**src/rtl/fifo_rd_ctrl_pkg.sv**
```systemverilog
`default_nettype none
// ============================================================================
//  Module      : fifo_rd_ctrl_pkg
//  Description : Shared defaults and FSM state encoding for the FIFO read-side
//                transmit controller.
//  Revision    : 1.0 - initial release
// ============================================================================
package fifo_rd_ctrl_pkg;

   localparam int unsigned C_DATA_WIDTH   = 8;
   localparam int unsigned C_BUSY_TIMEOUT = 32;

   typedef enum logic [2:0] {
      ST_IDLE      = 3'd0,
      ST_LOAD      = 3'd1,
      ST_SEND      = 3'd2,
      ST_WAIT_ACK  = 3'd3,
      ST_WAIT_DONE = 3'd4
   } state_t;

endpackage
`default_nettype wire

```
**src/rtl/fifo_rd_ctrl_tmo_counter.sv**
```systemverilog
`default_nettype none
// ============================================================================
//  Module      : tmo_counter
//  Description : Saturating acknowledge-timeout counter. o_tc flags the
//                enabled cycle whose increment brings the count to TERMINAL.
//  Revision    : 1.0 - initial release
// ============================================================================
module tmo_counter #(
   parameter int unsigned TERMINAL = 32,
   parameter int unsigned WIDTH    = $clog2(TERMINAL + 1)
) (
   input  logic clk,
   input  logic rst,
   input  logic i_clr,
   input  logic i_en,
   output logic o_tc
);

   localparam logic [WIDTH-1:0] C_TERM = WIDTH'(TERMINAL);
   localparam logic [WIDTH-1:0] C_LAST = WIDTH'(TERMINAL - 1);

   logic [WIDTH-1:0] r_count;

   assign o_tc = i_en && (r_count == C_LAST);

   // Count enabled cycles; clear has priority and the count never wraps.
   always_ff @(posedge clk) begin
      if (rst) begin
         r_count <= '0;
      end else if (i_clr) begin
         r_count <= '0;
      end else if (i_en && (r_count != C_TERM)) begin
         r_count <= r_count + 1'b1;
      end
   end

endmodule
`default_nettype wire

```
**src/rtl/fifo_rd_ctrl.sv**
```systemverilog
`default_nettype none
// ============================================================================
//  Module      : fifo_rd_ctrl
//  Description : Pops words from a first-word-fall-through FIFO and hands them
//                to a serializer, one load strobe per word, with an
//                acknowledge timeout that re-sends the held word.
//  Revision    : 1.0 - initial release
// ============================================================================
module fifo_rd_ctrl
   import fifo_rd_ctrl_pkg::*;
#(
   parameter int unsigned DATA_WIDTH   = C_DATA_WIDTH,
   parameter int unsigned BUSY_TIMEOUT = C_BUSY_TIMEOUT
) (
   input  logic                  R_CLK,
   input  logic                  R_RST,
   input  logic                  EMPTY,
   input  logic [DATA_WIDTH-1:0] RD_DATA,
   output logic                  R_INC,
   input  logic                  TX_EN,
   input  logic                  TX_BUSY,
   output logic [DATA_WIDTH-1:0] TX_P_DATA,
   output logic                  TX_DATA_VALID,
   output logic [15:0]           FRAME_CNT,
   output logic                  TMO_ERR
);

   state_t                r_state;
   state_t                w_next;
   logic                  w_tmo_clr;
   logic                  w_tmo_en;
   logic                  w_tmo_tc;
   logic [DATA_WIDTH-1:0] r_tx_data;
   logic                  r_tx_valid;
   logic [15:0]           r_frame_cnt;
   logic                  r_tmo_err;

   // The counter restarts on every SEND so each WAIT_ACK visit gets a full window.
   assign w_tmo_clr = (r_state == ST_SEND);
   assign w_tmo_en  = (r_state == ST_WAIT_ACK);

   tmo_counter #(
      .TERMINAL (BUSY_TIMEOUT)
   ) u_tmo_counter (
      .clk   (R_CLK),
      .rst   (R_RST),
      .i_clr (w_tmo_clr),
      .i_en  (w_tmo_en),
      .o_tc  (w_tmo_tc)
   );

   // Next-state decode; acknowledge wins over a coincident timeout.
   always_comb begin
      w_next = r_state;
      case (r_state)
         ST_IDLE:      if (TX_EN && !EMPTY && !TX_BUSY) w_next = ST_LOAD;
         ST_LOAD:      w_next = ST_SEND;
         ST_SEND:      w_next = ST_WAIT_ACK;
         ST_WAIT_ACK: begin
            if (TX_BUSY)       w_next = ST_WAIT_DONE;
            else if (w_tmo_tc) w_next = ST_SEND;
         end
         ST_WAIT_DONE: if (!TX_BUSY) w_next = ST_IDLE;
         default:      w_next = ST_IDLE;
      endcase
   end

   // State register.
   always_ff @(posedge R_CLK) begin
      if (R_RST) r_state <= ST_IDLE;
      else       r_state <= w_next;
   end

   // Registered outputs: data capture, load strobe, frame count, sticky timeout.
   always_ff @(posedge R_CLK) begin
      if (R_RST) begin
         r_tx_data   <= '0;
         r_tx_valid  <= 1'b0;
         r_frame_cnt <= '0;
         r_tmo_err   <= 1'b0;
      end else begin
         r_tx_valid <= (w_next == ST_SEND);
         if (r_state == ST_LOAD)
            r_tx_data <= RD_DATA;
         if ((r_state == ST_WAIT_DONE) && !TX_BUSY)
            r_frame_cnt <= r_frame_cnt + 16'd1;
         if ((r_state == ST_WAIT_ACK) && !TX_BUSY && w_tmo_tc)
            r_tmo_err <= 1'b1;
      end
   end

   // Pop strobe comes straight from the state register, one per LOAD visit.
   assign R_INC         = (r_state == ST_LOAD);
   assign TX_P_DATA     = r_tx_data;
   assign TX_DATA_VALID = r_tx_valid;
   assign FRAME_CNT     = r_frame_cnt;
   assign TMO_ERR       = r_tmo_err;

endmodule
`default_nettype wire

```
**config.mk**
```make
export PLATFORM = sky130hd
export DESIGN_NAME = fifo_rd_ctrl
export DESIGN_NICKNAME = d
export VERILOG_FILES = /design/src/rtl/fifo_rd_ctrl_pkg.sv /design/src/rtl/fifo_rd_ctrl_tmo_counter.sv /design/src/rtl/fifo_rd_ctrl.sv
export SDC_FILE = /design/constraint.sdc
export NUM_CORES = 1
export LEC_CHECK = 0
export ABC_AREA = 1
export CAP_MARGIN = 20
export CORE_MARGIN = 4
export CORE_UTILIZATION = 45
export DETAILED_ROUTE_END_ITERATION = 16
export PLACE_DENSITY_LB_ADDON = 0.12
export SYNTH_ARGS = -nofsm -noshare
export SYNTH_HDL_FRONTEND = slang
export SYNTH_SLANG_ARGS = --single-unit
```
**constraint.sdc**
```tcl
create_clock -name R_CLK -period 1.65 [get_ports R_CLK]
set_input_delay 0.165 -clock R_CLK [delete_from_list [all_inputs] [get_ports R_CLK]]
set_output_delay 0.165 -clock R_CLK [all_outputs]
set_load 0.1 [all_outputs]
```
==> metrics.txt, run 1 <==
status completed; slew at the pin with the worst max-slew slack 0.263 ns; Crit. End Element primary output; max-slew violations 0; Synth Register Bits 35; Core ar. 3660 sq um; Diodes inserted 0; CTS Sinks 35; Wirelength per Cell 11.1 microns; nature of the critical path startpoint flip-flop; clk_skew 0.00665 ns; Crit Path Class flip-flop to primary output; vias in the first global route 1417; std cell rows 22; Setup Fix Bufs, Post-CTS 0; initial antenna violation count 0; Setup TNS 0 ns; die area 4830 sq um; Residual DRC 0; Nets 313; pwr dens 803 nW/um^2; Syn Inst Count 251; leak pwr 1.05 nW; Die X-Extent 69.5 microns; largest net degree at the start of global routing 14; grt peak-use layer met2; number of buffers inserted by port buffering 39; met2 usage 0.250; final hold viol count 0; root buf cell clkbuf_8; CP required 1.48 ns; total CTS buffers 5; Max IR drop VDD 762 uV; first-pass GRT wire length 6.24 mm; PostCTS Resize Cnt 0; synth warn 0; Avg Cell Area, Syn 6.78 sq um; Worst Path Arrival 1.40 ns; clock buffer depth 2; Slew HR 0.823; Max Freq 640 MHz; layout overhead on the synthesized area 46.5%; vias per cell 4.84; clock latency on the worst-skew pair 0.29 ns; H-Tree Depth 2; Max Cap Viol 0; io pins 40; GR met3 Demand/Resource 0.0594; Filler cells 318; Final setup viols 0; # hold bufs at CTS 0; drt first pass iters 4; final wirelength 3.85 mm; Antenna Nets Post-Route 0; DRT iter0 DRCs 107; Die Height 69.5 microns; Starting Density 0.465; Yosys top cell by area dfxtp_1; synthesized area 1700 sq um; layout cells sized above 1 0.208; dominant cells by area after synthesis dfxtp_1, nand2_1, nor2_1, inv_1, a21oi_1; final core utilization 0.681; clock-pin slew on the worst setup and hold paths 0.07 ns; final setup margin 0.0871 ns; Tmin final 1.56 ns; CTS tree yes; Hold WC Path Type input pin to flip-flop; grt ovf 0; placer congestion estimate 0.795; vias 1675; Tot Pwr 2.00 mW; Global Route Usage Sum 0.159; critical-path maximum fanout 10; post-synthesis cell type count 27; Setup WS pre-CTS 0.00613 ns; met1 Track Usage GR 0.202; post-route clock period utilization 0.947; Post-DP HPWL 2.90 mm; register area share after synthesis 0.412; syn_nets 267; RSZ-0062 raised after global routing no; Yosys top cell area share 0.412
==> stage by stage <==
step	hold slack, ns	instance area (sq um)	instances
global placement	0.452	2360	338
floorplan	0.234	1730	251
detailed placement	0.458	2360	338
finish	0.431	2490	346
global route	0.427	2490	346
CTS	0.423	2490	346
==> worst paths after layout <==
| check | start | end | slack [ns] | cells after the start |
|---|---|---|---|---|
| min | RD_DATA[4] | TX_P_DATA[4] | 0.43 | 3 |
| min reg2reg | TX_P_DATA[3] | TX_P_DATA[3] | 0.47 | 2 |
| max reg2reg | r_state[1] | FRAME_CNT[3] | 0.28 | 5 |
| max | r_state[2] | R_INC | 0.09 | 4 |
==> flip-flops by register name (all words and copies together), names as in the netlist <==
name,count
TMO_ERR,1
TX_DATA_VALID,1
r_state,3
TX_P_DATA,8
FRAME_CNT,16
u_tmo_counter.r_count,6
==> worst max-delay path, cell delays in order (launching register included) <==
cell	delay, ns
dfxtp_1	0.39
inv_1	0.10
nand3_2	0.20
clkinv_2	0.20
buf_12	0.21
==> cells in the mapped netlist <==
master     n
inv_2      1
buf_2      1
xnor2_1    1
nand3_1   13
nor3_1     2
nand2_2    3
nor2_1    37
o21ai_1    3
xor2_1     1
nand2_1   69
inv_1     35
nand4_1    9
dfxtp_1   35
nor2_4     2
a211oi_1   1
nor3b_1    1
buf_6      1
o21bai_1   1
o21ai_0    6
clkinv_1   1
nand3_2    2
nor2_2     1
clkbuf_1   1
ha_1       3
o21a_1     1
a21oi_1   19
nor2_8     1
==> layout by cell type (no fill, tap or decap), types with 2 or more instances in the layout <==
cell              n
nand4_1           9
o21ai_0           6
buf_12           20
nand3_1          13
dfxtp_2          12
nor2_4            2
clkbuf_8          5
o21ai_1           3
nand3_2           2
nand2_1          69
nor3_1            2
a21oi_1          19
bufinv_16         2
buf_4            10
clkdlybuf4s50_1  12
ha_1              3
dfxtp_1          21
inv_1            35
nand2_2           3
nor2_1           37
dfxtp_4           2
==> cells by family (layout without fill, tap and decap cells) <==
logic type                 count (synthesis)  in the layout  synth area share
DFF                                       35             35             0.412
and+or+nand+nor                          140            140             0.367
AOI/OAI and AO/OA                         31             31            0.0956
adders and majority gates                  3              3            0.0221
buffers and inverters                     40             87            0.0934
xor gates and xnor gates                   2              2            0.0103
==> area by class of cell <==
type	instances	area (sq um)	area share
clock buffers	6	72.6	0.0291
flip-flops and latches	35	723	0.290
multi-input cells	176	842	0.338
well taps	48	60.1	0.0241
clock inverters	2	60.1	0.0241
repair buffers	42	596	0.239
inverters	37	140	0.0562
==> per-layer routing <==
metal,share of wire,wire length (microns),up-vias
met3,0.060,233,5
li1,-,-,886
met1,0.45,1750,748
met5,0,0,-
met4,0.012,46,0
met2,0.47,1830,36
==> power breakdown <==
group	internal, mW	switching [mW]	leakage [nW]	total, mW
Clock	0.604	0.313	0.0654	0.917
Sequential	0.856	0.0115	0.290	0.867
Combinational	0.0730	0.147	0.694	0.220
Total	1.53	0.471	1.05	2.00
Power figures use the tool's default switching activity.
==> run 2, diff against run 1 <==
--- a/config.mk
+++ b/config.mk
@@ -9,6 +9,7 @@
 export CAP_MARGIN = 20
 export CORE_MARGIN = 4
 export CORE_UTILIZATION = 45
+export CTS_BUF_LIST = sky130_fd_sc_hd__clkbuf_8
 export DETAILED_ROUTE_END_ITERATION = 16
 export PLACE_DENSITY_LB_ADDON = 0.12
 export SYNTH_ARGS = -nofsm -noshare
==> metrics.txt, run 2 (synthesis gave the netlist of run 1 again) <==
status completed; Wirelength per Cell 11.1 microns (unchanged); Max IR drop VDD 762 uV (about the same); H-Tree Depth 2 (unchanged); Worst Path Arrival 1.40 ns (about the same); Tmin final 1.56 ns (unchanged); Post-DP HPWL 2.90 mm (unchanged); drt first pass iters 4 (unchanged); Residual DRC 0 (unchanged); max-slew violations 0 (unchanged); CP required 1.48 ns (about the same); Hold Path Cell Cnt 3 (unchanged); cell depth of the worst flop-to-flop path 5 (unchanged); final setup margin 0.0871 ns (unchanged); die area 4830 sq um (unchanged); clk_skew 0.00665 ns (unchanged); Global Route Usage Sum 0.159 (unchanged); Setup TNS 0 ns (unchanged); PostCTS Resize Cnt 0 (unchanged); initial antenna violation count 0 (unchanged); Antenna Nets Post-Route 0 (unchanged); Hold WC Path Type input pin to flip-flop; Critical-path top delay cell dfxtp_1; Slew HR 0.823 (unchanged); Die X-Extent 69.5 microns (unchanged); DRT iter0 DRCs 111 (+3.7%); first-pass GRT wire length 6.24 mm (unchanged); Reg2Reg Setup Slack 0.28 ns (about the same); Crit Path Class flip-flop to primary output; Max Cap Viol 0 (unchanged); io pins 40 (unchanged); max reg flops 16 (unchanged); number of buffers inserted by port buffering 39 (unchanged); layout cells sized above 1 0.208 (unchanged); Max Freq 640 MHz (unchanged); post-route clock period utilization 0.947 (unchanged); Filler cells 318 (unchanged); Setup Fix Bufs, Post-CTS 0 (unchanged); Core ar. 3660 sq um (unchanged); most common cell after layout, fill and taps aside nand2_1; slew at the pin with the worst max-slew slack 0.263 ns (unchanged); Diodes inserted 0 (unchanged); Nets 313 (unchanged); vias per cell 4.84 (-0.12%); root buf cell clkbuf_8; CTS tree yes; reg-to-reg critical path endpoint FRAME_CNT[3]; vias 1673 (-0.12%); pwr dens 801 nW/um^2 (-0.29%); end of the worst hold path TX_P_DATA[4]; Setup WS pre-CTS 0.00613 ns (unchanged); std cell rows 22 (unchanged); clock buffer depth 2 (unchanged); leak pwr 1.05 nW (+0.40%); placer congestion estimate 0.795 (unchanged); Starting Density 0.465 (unchanged); min-delay src RD_DATA[4]; Die Height 69.5 microns (unchanged); layout overhead on the synthesized area 46.5% (unchanged); CTS Sinks 35 (unchanged); final hold viol count 0 (unchanged); final wirelength 3.85 mm (unchanged); critical-path maximum fanout 10 (unchanged); clock latency on the worst-skew pair 0.29 ns (about the same); Reg2Reg Launch Point r_state[1]; crit path cell chain inv_1 -> nand3_2 -> clkinv_2 -> buf_12; clock-pin slew on the worst setup and hold paths 0.07 ns (about the same); nature of the critical path startpoint flip-flop; grt ovf 0 (unchanged); largest net degree at the start of global routing 14 (unchanged); vias in the first global route 1417 (unchanged); slowest stage delay, CP 0.39 ns (about the same); Final setup viols 0 (unchanged); # hold bufs at CTS 0 (unchanged); most frequent cells in the layout nand2_1, nor2_1, inv_1; Crit. End Element primary output; total CTS buffers 5 (unchanged); RSZ-0062 raised after global routing no
## run 2: changes by cell type in the layout (fill, tap and decap cells not counted), sizes merged
cell and delta:
clkbuf -1, inv +1
## run 2: critical path: cells and delay by family (launching register included)
family                 cells  cell delay, ns
buffers and inverters      3            0.51
flip-flops                 1            0.39
AND/OR/NAND/NOR            1            0.20
## run 2: cell type report
type	count	area [sq um]	area share
repair buffers	42	596	0.239
flip-flops and latches	35	723	0.290
inverters	37	140	0.0562
clock buffers	5	68.8	0.0276
clock inverters	3	63.8	0.0256
multi-input cells	176	842	0.338
well taps	48	60.1	0.0241
## run 2: power by group
group	internal (mW)	total [mW]	switching, mW	leakage [nW]
clock	0.598	0.911	0.313	0.0695
sequential	0.856	0.867	0.0115	0.290
combinational	0.0730	0.220	0.147	0.694
total	1.53	2.00	0.471	1.05
## run 2: worst max path at each step
stage / slack (ns) / startpoint / to / cells after the start
6_report: 0.09 / r_state[2] / R_INC / 4
3_5_place_dp: 0.006 / TX_BUSY / FRAME_CNT[3] / 6
3_3_place_gp: 0.07 / TX_BUSY / FRAME_CNT[7] / 7
4_1_cts: 0.08 / r_state[2] / R_INC / 4
2_1_floorplan: 0.003 / FRAME_CNT[14] / FRAME_CNT[15] / 7
5_1_grt: 0.00002 / r_state[2] / R_INC / 4
## run 2: metal layers
| layer | part of all wire | wire, microns | global-route usage |
|---|---|---|---|
| met5 | 0 | 0 | 0 |
| met4 | 0.012 | 46 | 0.0456 |
| met3 | 0.060 | 233 | 0.0594 |
| met2 | 0.47 | 1830 | 0.250 |
| met1 | 0.45 | 1750 | 0.202 |
## run 2: through the flow
step,cell area [sq um],instances,power [mW],hold slack [ns],utilization
after global placement,2360,338,1.11,0.452,0.645
after floorplan,1730,251,1.03,0.234,-
after CTS,2490,346,2.03,0.423,0.681
after global routing,2490,346,2.07,0.427,0.681
after detailed placement,2360,338,1.11,0.458,0.645
final,2490,346,2.00,0.431,0.681
==> run 3, diff against run 2 <==
--- a/config.mk
+++ b/config.mk
@@ -5,7 +5,6 @@
 export SDC_FILE = /design/constraint.sdc
 export NUM_CORES = 1
 export LEC_CHECK = 0
-export ABC_AREA = 1
 export CAP_MARGIN = 20
 export CORE_MARGIN = 4
 export CORE_UTILIZATION = 45
==> metrics.txt, run 3 <==
status finished, violations left; failing checks negative setup slack; final wirelength 4.06 mm (+5.3%); post-route clock period utilization 1.09 (+0.141); vias in the first global route 1545 (+9.0%); Post-DP HPWL 2.91 mm (+0.30%); std cell rows 21 (-4.5%); Diodes inserted 0 (unchanged); layout overhead on the synthesized area 62.2%; most common cell after layout, fill and taps aside buf_4; io pins 40 (unchanged); initial antenna violation count 0 (unchanged); Setup TNS -0.724 ns (-0.724 ns); Slew HR 0.704 (-0.119); Tot Pwr 1.78 mW (-11%); clock buffer depth 2 (unchanged); Tmin final 1.80 ns (+0.232 ns); Max IR drop VDD 651 uV (-15%); DRT iter0 DRCs 83 (-25%); clk_skew 0.00525 ns (-0.00140 ns); largest net degree at the start of global routing 19 (+5); max reg flops 16 (unchanged); number of buffers inserted by port buffering 39 (unchanged); Max Freq 557 MHz (-13%); Syn Inst Count 182 (-27%); Post-synth top cells dfxtp_1, nor2_1, a21oi_1, nand2_1, o21ai_0; Hold Path Cell Cnt 3 (unchanged); final setup margin -0.145 ns (-0.232 ns); vias per cell 5.29 (+9.4%); clock-pin slew on the worst setup and hold paths 0.07 ns (about the same); leak pwr 0.947 nW (-10%); cell depth of the worst flop-to-flop path 5 (unchanged); most frequent cell after synthesis dfxtp_1; drt first pass iters 4 (unchanged); clock latency on the worst-skew pair 0.29 ns (about the same); final hold viol count 0 (unchanged); synthesized area 1550 sq um (-9.1%); Avg Cell Area, Syn 8.50 sq um (+25%); Antenna Nets Post-Route 0 (unchanged); Yosys top cell by area dfxtp_1; main flop type after synthesis dfxtp_1; number of synthesized flops with an enable pin 0 (unchanged); critical-path maximum fanout 7 (-3); layout cells sized above 1 0.343 (+0.135); CP required 1.83 ns (+0.35 ns); H-Tree Depth 2 (unchanged); Filler cells 238 (-25%); nature of the critical path startpoint flip-flop; critical path depth 5 (+1); Die X-Extent 66.6 microns (-4.1%); vias 1524 (-8.9%); crit path cell chain or4b_4 -> buf_6 -> nor4_1 -> xnor2_1 -> nor2_1; slew at the pin with the worst max-slew slack 0.443 ns (+0.180 ns); Final setup viols 10 (+10); Hold WC Path Type input pin to flip-flop; post-synthesis cell type count 33 (+22%); area occupied by multi-input gates 857 sq um (+1.8%); total CTS buffers 5 (unchanged); most frequent cells in the layout buf_4, nor2_1, buf_12; Yosys top cell area share 0.453 (+0.0413); pwr dens 708 nW/um^2 (-12%); max-slew violations 0 (unchanged); # hold bufs at CTS 0 (unchanged); Bufs and invs on worst path 1 (-2); Wirelength per Cell 14.1 microns (+26%); die area 4440 sq um (-8.1%); Synth Register Bits 35 (unchanged); Residual DRC 0 (unchanged); Starting Density 0.463 (-0.00136); syn_nets 198 (-26%); Nets 257 (-18%); Reg2Reg Setup Slack -0.15 ns (-0.43 ns); Max Cap Viol 0 (unchanged); Worst Path Arrival 1.97 ns (+0.57 ns); Die Height 66.6 microns (-4.1%); grt ovf 0 (unchanged); crit-path leading delay family simple AND/OR/NAND/NOR gates; CTS Sinks 35 (unchanged); Reg2Reg Launch Point r_state[1]; first-pass GRT wire length 6.76 mm (+8.3%); CTS tree yes; Critical-path top delay cell or4b_4; Core ar. 3340 sq um (-8.9%); FFs w/ async S/R, synth 0 (unchanged); slowest stage delay, CP 0.56 ns (+0.17 ns); root buf cell clkbuf_8; Reg area 746 sq um (+3.1%); dominant cells by area after synthesis dfxtp_1, nor2_1, a21oi_1, xnor2_1, o21ai_0; RSZ-0062 raised after global routing yes; Global Route Usage Sum 0.205 (+0.0463); register area share after synthesis 0.453 (+0.0413); worst setup path startpoint r_state[1]; synth warn 0 (unchanged); placer congestion estimate 0.838 (+5.3%); min-delay src RD_DATA[3]; Crit Path Class flip-flop to flip-flop; Crit. End Element flip-flop
-- run 3: cell types whose count changed in the layout (fill, tap and decap cells not counted), sizes merged, moves of 5 or more --
cell / change
nand2: -55
inv: -29
nor2: -18
buf: +16
nand3: -10
xnor2: +8
nor3: +5
nor4: +5
or3: +5
-- run 3: layout make-up --
type	instances	share of cell area
timing repair buffer	58	0.292
sequential	35	0.297
multi-input combinational	134	0.342
clock buffer	6	0.0329
inverter	7	0.0105
tap	46	0.0229
clock inverter	2	0.00299
-- run 3: stage by stage --
stage	std cells	hold slack, ns	setup WS (ns)	util	area [sq um]
after floorplan	182	0.299	-0.139	-	1610
after global placement	277	0.462	-0.406	0.701	2340
after detailed placement	277	0.468	-0.543	0.701	2340
after CTS	288	0.421	-0.125	0.750	2500
after global routing	288	0.434	-0.182	0.752	2510
final	288	0.427	-0.145	0.752	2510
-- run 3: worst paths after layout --
path,end
setup / recovery,FRAME_CNT[9]
hold / removal,TX_P_DATA[3]
setup reg to reg,FRAME_CNT[9]
hold reg to reg,TX_P_DATA[2]
-- run 3: timing repair --
| item | in CTS | in global routing |
|---|---|---|
| pin swaps | 8 | 3 |
| resized for setup | 11 | 1 |
| setup buffers | 3 | 0 |
| setup endpoints to repair | 9 | 13 |
-- run 3: tightest hold or removal path: cells and delay by family --
family          cells  cell delay [ns]
buf+inv             1             0.40
simple gates        1             0.06
compound gates      1             0.05
-- run 3: report_power, final --
part | switching, mW | internal (mW)
combinational | 0.192 | 0.103
clock | 0.293 | 0.328
sequential | 0.0123 | 0.848
total | 0.497 | 1.28
-- run 3: logic make-up (layout without fill, tap and decap cells) --
kind of cell / Yosys count / count (layout) / synth area share
adder cells (fa/ha/maj): 3 / 3 / 0.0243
buffers and inverters: 13 / 73 / 0.0364
XOR/XNOR: 11 / 11 / 0.0623
flip-flops: 35 / 35 / 0.453
AND/OR/NAND/NOR: 80 / 80 / 0.269
multiplexers: 3 / 3 / 0.0210
AO/OA/AOI/OAI: 37 / 37 / 0.134
-- run 3: per-layer routing --
| layer | up-vias | global-route usage | part of all wire |
|---|---|---|---|
| met5 | - | 0 | 0 |
| met4 | 0 | 0.129 | 0.035 |
| met3 | 10 | 0.0725 | 0.052 |
| met2 | 48 | 0.365 | 0.52 |
| met1 | 714 | 0.199 | 0.39 |
| li1 | 752 | - | - |
